File: src/rtl/min_cost_scheduler.sv
// Serial minimum search over a bank of NUM_CAND candidate costs, one compare per cycle.
// Optional per-scan eligibility mask is enabled by defining MIN_SCHED_MASK_EN.
module min_cost_scheduler #(
  parameter int NUM_CAND = 12,
  parameter int DATA_W   = 32,
  parameter int IDX_W    = 4
) (
  input  logic              iClock,
  input  logic              iReset,
  input  logic              iEnable,
  input  logic              iWrite,
  input  logic [IDX_W-1:0]  iWAddr,
  input  logic [DATA_W-1:0] iWData,
  input  logic              iStart,
`ifdef MIN_SCHED_MASK_EN
  input  logic [NUM_CAND-1:0] iMask,
`endif
  output logic              oBusy,
  output logic              oDone,
  output logic [IDX_W-1:0]  oMinimum,
  output logic [DATA_W-1:0] oMinValue,
  output logic              oNoValid,
  output logic              oOverrun
);

  localparam logic [1:0] S_IDLE = 2'd0;
  localparam logic [1:0] S_SCAN = 2'd1;
  localparam logic [1:0] S_DONE = 2'd2;

  logic [1:0]          r_state;
  logic [DATA_W-1:0]   r_bank [NUM_CAND];
  logic [NUM_CAND-1:0] r_valid;
  logic [NUM_CAND-1:0] r_mask;
  logic [IDX_W-1:0]    r_ptr;
  logic [IDX_W-1:0]    r_minIdx;
  logic [DATA_W-1:0]   r_runMin;
  logic                r_found;
  logic                r_done;
  logic [IDX_W-1:0]    r_minimum;
  logic [DATA_W-1:0]   r_minValue;
  logic                r_noValid;
  logic                r_overrun;

  logic                w_idle;
  logic                w_wrAccept;
  logic                w_eligible;
  logic                w_lastPtr;
  logic [NUM_CAND-1:0] w_startMask;

`ifdef MIN_SCHED_MASK_EN
  assign w_startMask = iMask;
`else
  assign w_startMask = '1;
`endif

  assign w_idle     = (r_state == S_IDLE);
  assign w_wrAccept = iWrite && w_idle && (32'(iWAddr) < NUM_CAND);
  assign w_eligible = r_valid[r_ptr] && r_mask[r_ptr];
  assign w_lastPtr  = (32'(r_ptr) == NUM_CAND - 1);

  // Cost storage is never reset or cleared; only the valid bits gate eligibility.
  always_ff @(posedge iClock) begin
    if (iEnable && w_wrAccept) begin
      r_bank[iWAddr] <= iWData;
    end
  end

  always_ff @(posedge iClock or posedge iReset) begin
    if (iReset) begin
      r_valid <= '0;
    end else if (iEnable) begin
      if (r_state == S_DONE) begin
        r_valid <= '0;
      end else if (w_wrAccept) begin
        r_valid[iWAddr] <= 1'b1;
      end
    end
  end

  // Strict less-than during the scan keeps the lowest index on ties.
  always_ff @(posedge iClock or posedge iReset) begin
    if (iReset) begin
      r_state    <= S_IDLE;
      r_ptr      <= '0;
      r_minIdx   <= '0;
      r_runMin   <= '1;
      r_found    <= 1'b0;
      r_mask     <= '0;
      r_done     <= 1'b0;
      r_minimum  <= '0;
      r_minValue <= '1;
      r_noValid  <= 1'b0;
      r_overrun  <= 1'b0;
    end else if (iEnable) begin
      r_done <= 1'b0;
      if (iWrite && !w_idle) begin
        r_overrun <= 1'b1;
      end
      case (r_state)
        S_IDLE: begin
          if (iStart) begin
            r_state   <= S_SCAN;
            r_ptr     <= '0;
            r_minIdx  <= '0;
            r_runMin  <= '1;
            r_found   <= 1'b0;
            r_mask    <= w_startMask;
            r_overrun <= 1'b0;
          end
        end
        S_SCAN: begin
          if (w_eligible && (r_bank[r_ptr] < r_runMin)) begin
            r_runMin <= r_bank[r_ptr];
            r_minIdx <= r_ptr;
            r_found  <= 1'b1;
          end
          if (w_lastPtr) begin
            r_state <= S_DONE;
          end else begin
            r_ptr <= r_ptr + 1'b1;
          end
        end
        S_DONE: begin
          r_done     <= 1'b1;
          r_minimum  <= r_minIdx;
          r_minValue <= r_runMin;
          r_noValid  <= !r_found;
          r_state    <= S_IDLE;
        end
        default: r_state <= S_IDLE;
      endcase
    end
  end

  assign oBusy     = (r_state == S_SCAN) || (r_state == S_DONE);
  assign oDone     = r_done;
  assign oMinimum  = r_minimum;
  assign oMinValue = r_minValue;
  assign oNoValid  = r_noValid;
  assign oOverrun  = r_overrun;

endmodule

File: config.mk
export PLATFORM = sky130hd
export DESIGN_NAME = min_cost_scheduler
export DESIGN_NICKNAME = d
export VERILOG_FILES = /design/src/rtl/min_cost_scheduler.sv
export SDC_FILE = /design/constraint.sdc
export NUM_CORES = 1
export LEC_CHECK = 0
export BUFFER_PORTS_ARGS = -buffer_cell sky130_fd_sc_hd__buf_2
export CAP_MARGIN = 20
export CORE_ASPECT_RATIO = 0.75
export CORE_MARGIN = 1
export CORE_UTILIZATION = 58
export CTS_BUF_LIST = sky130_fd_sc_hd__clkbuf_8
export CTS_CLUSTER_SIZE = 20
export DETAILED_ROUTE_END_ITERATION = 16
export HOLD_SLACK_MARGIN = 0.1
export PLACE_DENSITY = 0.82
export RECOVER_POWER = 100
export SYNTH_ARGS = -nofsm -noshare
export SYNTH_HDL_FRONTEND = slang
export SYNTH_SLANG_ARGS = --single-unit
File: constraint.sdc
create_clock -name iClock -period 4.5 [get_ports iClock]
set_clock_uncertainty 0.2 [all_clocks]
set_input_delay 0.45 -clock iClock [delete_from_list [all_inputs] [get_ports iClock]]
set_output_delay 0.45 -clock iClock [all_outputs]
set_load 0.1 [all_outputs]
==> qor.yml, run 1 <==
status: "finished with violations"
violations: "max-capacitance violations, max-slew violations"
clock_power_share_pct: 22.9
internal_power_uw: 8670
via_count: 10600
critPathTopFamily: "simple AND/OR/NAND/NOR gates"
worstMarginPinSlew_ns: 2.85
ys_types: 43
track_usage_pct: 25.9
power.switching_uw: 4990
dp_hpwl_mm: 24.2
avgViaCountPerCell: 6.07
synth_flop_cell: "edfxtp_1"
design_area_um2: 21600
ys_warn_count: 0
startpoint_type: "input port"
min_period_ns: 4.25
firstDrtPassIters: 5
critPathKind: "input port to flop"
drv_cap: 6
switching_share_pct: 36.5
hp-class: "flop to flop"
crit_arrival_ns: 4.26
final_nets: 1326
seq_power_share_pct: 41.4
synth_area_leaders: "edfxtp_1, mux4_2, dfstp_2"
numCtsBuffers: 71
power_density_nw_per_um2: 633
rsz0062_at_grt: "no"
power_leakage_uw: 0.00757
cp.depth: 6
synth_top_area_share_pct: 60.7
grt_overflow: 0
clk_latency_ns: 0.60
dp_cells: 1573
end_kind: "flop"
grt_antenna_before_repair: 2
vdd_ir_drop_max_v: 0.000450
cts_max_level: 3
path_buf_inv: 3
p_comb_share_pct: 35.8
r2r-end: "r_bank[3][12]"
critPathRequiredTime_ns: 4.51
endpoint: "r_bank[3][12]"
die_h_um: 159
area_growth_pct: 13.6
async_reset_ff_share_pct: 19.8
drt-total-wl_mm: 41.8
max_stage_delay_ns: 1.43
root_buffer: "clkbuf_8"
gp_congestion: 0.846
tritoncts: "yes"
min_period_over_period_pct: 94.5
clk_path_buf_depth: 3
finalPower_uw: 13700
rr_startpoint: "r_state[0]"
grt_max_degree: 69
die_area_um2: 33500
path_clk_slew_ns: 0.05
ys_seq_area_share_pct: 73.6
setup_viol: 0
ioPinCount: 81
grt_pass1_vias: 10700
maxSlewViolCount: 135
synth_area_per_cell_um2: 17.7
syn_inst: 1074
initial_core_util_pct: 59.8
hold_viol: 0
antenna_left: 0
rows: 56
reg2reg_depth: 6
fmax_mhz: 235
drt_iter0_markers: 1253
layout_common_cells: "edfxtp_1, nand2_1, mux4_2"
drive_above_1_share_pct: 22.8
die_x_um: 211
grt_pass1_wl_mm: 63.5
cts_sinks: 479
antennaDiodeCount: 0
drc: 0
relSlewSlack_pct: -91.3
setup.worst_path.start: "iEnable"
synth_top_area_cell: "edfxtp_1"
fin_setup_tns_ns: 0
synth_nets: 1150
slowest_stage: "nor2_1"
crit_path_cell_trace: "dlygate4sd3_1 > clkbuf_1 > nand3_1 > or3_1 > nor2_1 > clkbuf_2"
synth_edf_count: 384
place_area_um2: 20100
syn_area_um2: 19000
core_um2: 31700
post_drt_wl_per_cell_um: 24.0
port_buffers: 80
crit_fanout: 19
final_common_cell: "edfxtp_1"
synth_seq_cells: 479
r2r_setup_slack_ns: 0.29
instances_no_fill: 1739
[cells in the mapped netlist, drive strengths merged, types with 26 or more instances]
library cell and number:
edfxtp 384, nand2 121, mux4 99, dfstp 64, nor2 49, o21ai 48
inv 44, a31oi 35, ha 35, o22a 34, dfrtp 31, buf 28
clkbuf 26
[power by group through the flow]
| stage | logic (uW) | registers [uW] | clock network (uW) |
|---|---|---|---|
| after floorplan | 2820 | 6400 | 0 |
| after global placement | 4680 | 5690 | 0 |
| after detailed placement | 4810 | 5710 | 0 |
| after CTS | 4910 | 5630 | 3160 |
| after global routing | 5220 | 5680 | 3350 |
| final | 4880 | 5650 | 3120 |
[layer usage]
metal	GRT usage, %	share of wire (%)
met1	37.9	43
met2	39.0	46
met3	6.31	8.9
met4	7.58	2.2
met5	0	0.055
[repair_timing]
item,4_1_cts,5_1_grt
hold buffers,39,0
setup endpoints to repair,0,0
hold endpoints to repair,411,0
gates resized for setup,0,0
setup buffers,0,0
[state kept, by name, summed over array words and instances, names as in the netlist]
signal and cells:
r_valid 12, r_bank 384, r_ptr 4, oOverrun 1, oNoValid 1, r_minIdx 4
oMinimum 4, r_state 2, r_mask 1, r_found 1, oMinValue 32, r_runMin 32
oDone 1
[tightest hold or removal path, stage by stage (launching register included)]
cell	delay [ns]
dfstp_2	0.36
nand2_1	0.04
o21ai_0	0.06
[worst min-delay path by stage]
stage | cells after the start | startpoint | end | slack [ns]
3_3_place_gp | 1 | r_mask[0] | r_mask[0] | 0.25
6_report | 2 | oMinValue[27] | oMinValue[27] | 0.28
5_1_grt | 1 | r_found | oNoValid | 0.29
3_5_place_dp | 1 | r_mask[0] | r_mask[0] | 0.26
2_1_floorplan | 1 | r_mask[0] | r_mask[0] | 0.23
4_1_cts | 3 | iWAddr[3] | r_bank[6][20] | 0.27
[cell families after synthesis]
family                     count (synthesis)  share of synthesized area, %
DFF                                      479                          73.6
AOI/OAI and AO/OA                        162                          5.61
xor gates and xnor gates                   1                        0.0461
and+or+nand+nor                          197                          4.30
buffers and inverters                     99                          2.25
muxes                                    101                          11.8
adders and majority gates                 35                          2.31
[final cells by class]
cell class,count,area (um2)
Clock inverter,53,235
Clock buffer,74,1020
Fill cell,2082,10200
Inverter,45,170
Sequential cell,479,14000
Tap cell,435,544
Timing Repair Buffer,157,1010
Multi-Input combinational cell,496,4600
[stage by stage]
step,setup WS (ns),hold WS [ns],util (%)
finish,0.249,0.279,68.0
global route,0.0605,0.292,68.0
CTS,0.333,0.275,68.7
detailed placement,0.367,0.258,63.5
global placement,0.458,0.252,63.5
floorplan,0.232,0.226,-
(Power assumes the default switching activity.)
==> inputs of run 2 (changes only) <==
--- a/config.mk
+++ b/config.mk
@@ -9,12 +9,12 @@
 export CAP_MARGIN = 20
 export CORE_ASPECT_RATIO = 0.75
 export CORE_MARGIN = 1
-export CORE_UTILIZATION = 58
+export CORE_UTILIZATION = 69
 export CTS_BUF_LIST = sky130_fd_sc_hd__clkbuf_8
 export CTS_CLUSTER_SIZE = 20
 export DETAILED_ROUTE_END_ITERATION = 16
 export HOLD_SLACK_MARGIN = 0.1
-export PLACE_DENSITY = 0.82
+export PLACE_DENSITY = 0.91
 export RECOVER_POWER = 100
 export SYNTH_ARGS = -nofsm -noshare
 export SYNTH_HDL_FRONTEND = slang
==> constraint.sdc (replaced) <==
create_clock -name iClock -period 5 [get_ports iClock]
set_clock_uncertainty 0.2 [all_clocks]
set_input_delay 0.5 -clock iClock [delete_from_list [all_inputs] [get_ports iClock]]
set_output_delay 0.5 -clock iClock [all_outputs]
set_load 0.1 [all_outputs]
==> run 2 against run 1 <==
  * The run still ends with max-capacitance violations, max-slew violations left
  * Total power shrank 9.0%
  * Sequential power shrank 9.7%
  * Register-to-register slack gained 0.12 ns
  * Clock-buffer cell count grew 6
  * Via count grew 2.5%
  * Non-clock buffer count shrank 10
  * Core utilization grew 12 points
  * Die area shrank 16%
  * Cell count shrank 5.4%
  * Routed wire length grew 3.5%
  * Critical path depth grew 6
  * First-iteration DRC count shrank 3.1%
  * Highest routed layer unchanged
==> qor.yml, run 2 (same netlist as run 1, synthesis figures left out) <==
rr_startpoint: "r_ptr[1]"
via_count: 10800  # +2.5%
multiInputGateArea_um2: 4630  # +0.73%
clock_power_share_pct: 23.7  # +0.8 points
crit_fanout: 37  # +18
cts_max_level: 3  # unchanged
drc: 0  # unchanged
port_buffers: 80  # unchanged
initial_core_util_pct: 70.3  # +11 points
avgViaCountPerCell: 6.58  # +8.3%
path_clk_slew_ns: 0.06  # about the same
grt_pass1_vias: 11200  # +5.1%
cts_sinks: 479  # unchanged
status: "finished with violations"
setup.worst_path.start: "r_ptr[1]"
hold_viol: 0  # unchanged
dp_cells: 1481  # -5.8%
drv_cap: 13  # +7
final_common_cell: "edfxtp_1"
min_period_over_period_pct: 91.8
gp_congestion: 0.824  # -2.6%
fillers: 1350  # -35%
p_comb_share_pct: 35.2  # -0.6 points
largest_reg_flops: 384  # unchanged
track_usage_pct: 31.9  # +6.0 points
clk_path_buf_depth: 3  # unchanged
numCtsBuffers: 70  # -1.4%
cts_resized: 0  # unchanged
hold_buffers: 37  # -5.1%
critPathKind: "flop to flop"
hp-class: "flop to flop"
post_drt_wl_per_cell_um: 26.3  # +9.4%
clk_latency_ns: 0.60  # about the same
sequential_cell_area_um2: 14000  # unchanged
crit_arrival_ns: 4.92  # +0.66 ns
seq_power_share_pct: 41.1  # -0.3 points
grt_pass1_wl_mm: 65.2  # +2.8%
vdd_ir_drop_max_v: 0.000317  # -30%
worstMarginPinSlew_ns: 3.34  # +0.485 ns
tritoncts: "yes"
dp_hpwl_mm: 24.5  # +1.3%
rsz0062_at_grt: "no"
setup_viol: 0  # unchanged
antenna_left: 0  # unchanged
drive_above_1_share_pct: 23.1  # +0.35 points
switching_share_pct: 36.4  # -0.18 points
postCtsSetupBuffers: 0  # unchanged
end_kind: "flop"
relSlewSlack_pct: -123  # -31 points
ioPinCount: 81  # unchanged
startpoint_type: "flop"
firstDrtPassIters: 5  # unchanged
largest-register: "r_bank"
fin_setup_tns_ns: 0  # unchanged
drt-total-wl_mm: 43.3  # +3.5%
die_x_um: 194  # -8.2%
power_density_nw_per_um2: 577  # -8.8%
rows: 52  # -7.1%
core_um2: 27000  # -15%
min_period_ns: 4.59
grt_max_degree: 88  # +28%
maxSlewViolCount: 449  # +230%
final_nets: 1315  # -0.83%
grt_antenna_before_repair: 1  # -1
violations: "max-capacitance violations, max-slew violations"
die_area_um2: 28200  # -16%
root_buffer: "clkbuf_8"
grt_overflow: 0  # unchanged
instances_no_fill: 1645  # -5.4%
area_growth_pct: 13.3
hp-start: "oMinValue[25]"
layout_common_cells: "edfxtp_1, nand2_1, mux4_2"
power.switching_uw: 4520  # -9.5%
fmax_mhz: 218
drt_iter0_markers: 1214  # -3.1%
internal_power_uw: 7910  # -8.8%
die_h_um: 146  # -8.2%
critPathRequiredTime_ns: 5.33  # +0.82 ns
power_leakage_uw: 0.00757  # about the same
[run 2: worst max-delay path: stages (launching register included)]
cell	delay, ns
dfrtp_4	0.80
buf_12	0.28
mux4_2	0.24
nand2_1	0.06
a31oi_1	0.39
ha_1	0.33
a211o_1	0.31
o211ai_1	0.11
o2111ai_1	0.13
nand3b_1	0.26
o21ai_2	0.66
clkbuf_2	0.52
o22a_1	0.22
[run 2: power groups by stage]
| stage | combinational (uW) | sequential [uW] | clock, uW |
|---|---|---|---|
| after floorplan | 2540 | 5760 | 0 |
| after global placement | 4100 | 5130 | 0 |
| after detailed placement | 4270 | 5160 | 0 |
| after CTS | 4360 | 5080 | 2970 |
| after global routing | 4640 | 5130 | 3160 |
| final | 4370 | 5100 | 2950 |
[run 2: metrics by stage]
stage / utilization [%] / total power [uW] / setup WS [ns] / area, um2 / hold slack, ns
4_1_cts: 80.4 / 12400 / 0.602 / 21700 / 0.274
3_5_place_dp: 74.1 / 9430 / 0.712 / 20000 / 0.259
2_1_floorplan: - / 8300 / 0.682 / 19000 / 0.226
3_3_place_gp: 74.1 / 9220 / 0.833 / 20000 / 0.253
6_report: 79.7 / 12400 / 0.408 / 21500 / 0.276
5_1_grt: 79.7 / 12900 / 0.232 / 21500 / 0.294
[run 2: worst paths after layout]
kind | endpoint | slack [ns] | depth (start not counted)
min in group asynchronous | r_ptr[0] | 1.12 | 3
worst min register to register | oMinValue[25] | 0.28 | 2
worst max-delay path | r_runMin[26] | 0.41 | 12
max in group asynchronous | r_ptr[1] | 0.90 | 4
worst min-delay path | oMinValue[25] | 0.28 | 2
worst max register to register | r_runMin[26] | 0.41 | 12
[run 2: cell type report]
cell class	count	area share, %
antenna	1	0.0116
inverter	45	0.791
timing repair buffer	147	4.40
multi-input combinational	496	21.5
clock buffer	80	5.12
clock inverter	46	1.06
sequential	479	65.0
tap	351	2.04
[run 2: per-layer routing]
metal / routed length, um / global-route usage [%] / part of all wire [%]
met1: 16600 / 43.7 / 38
met2: 20300 / 48.5 / 47
met3: 4710 / 8.90 / 11
met4: 1690 / 15.4 / 3.9
met5: 13 / 0 / 0.030
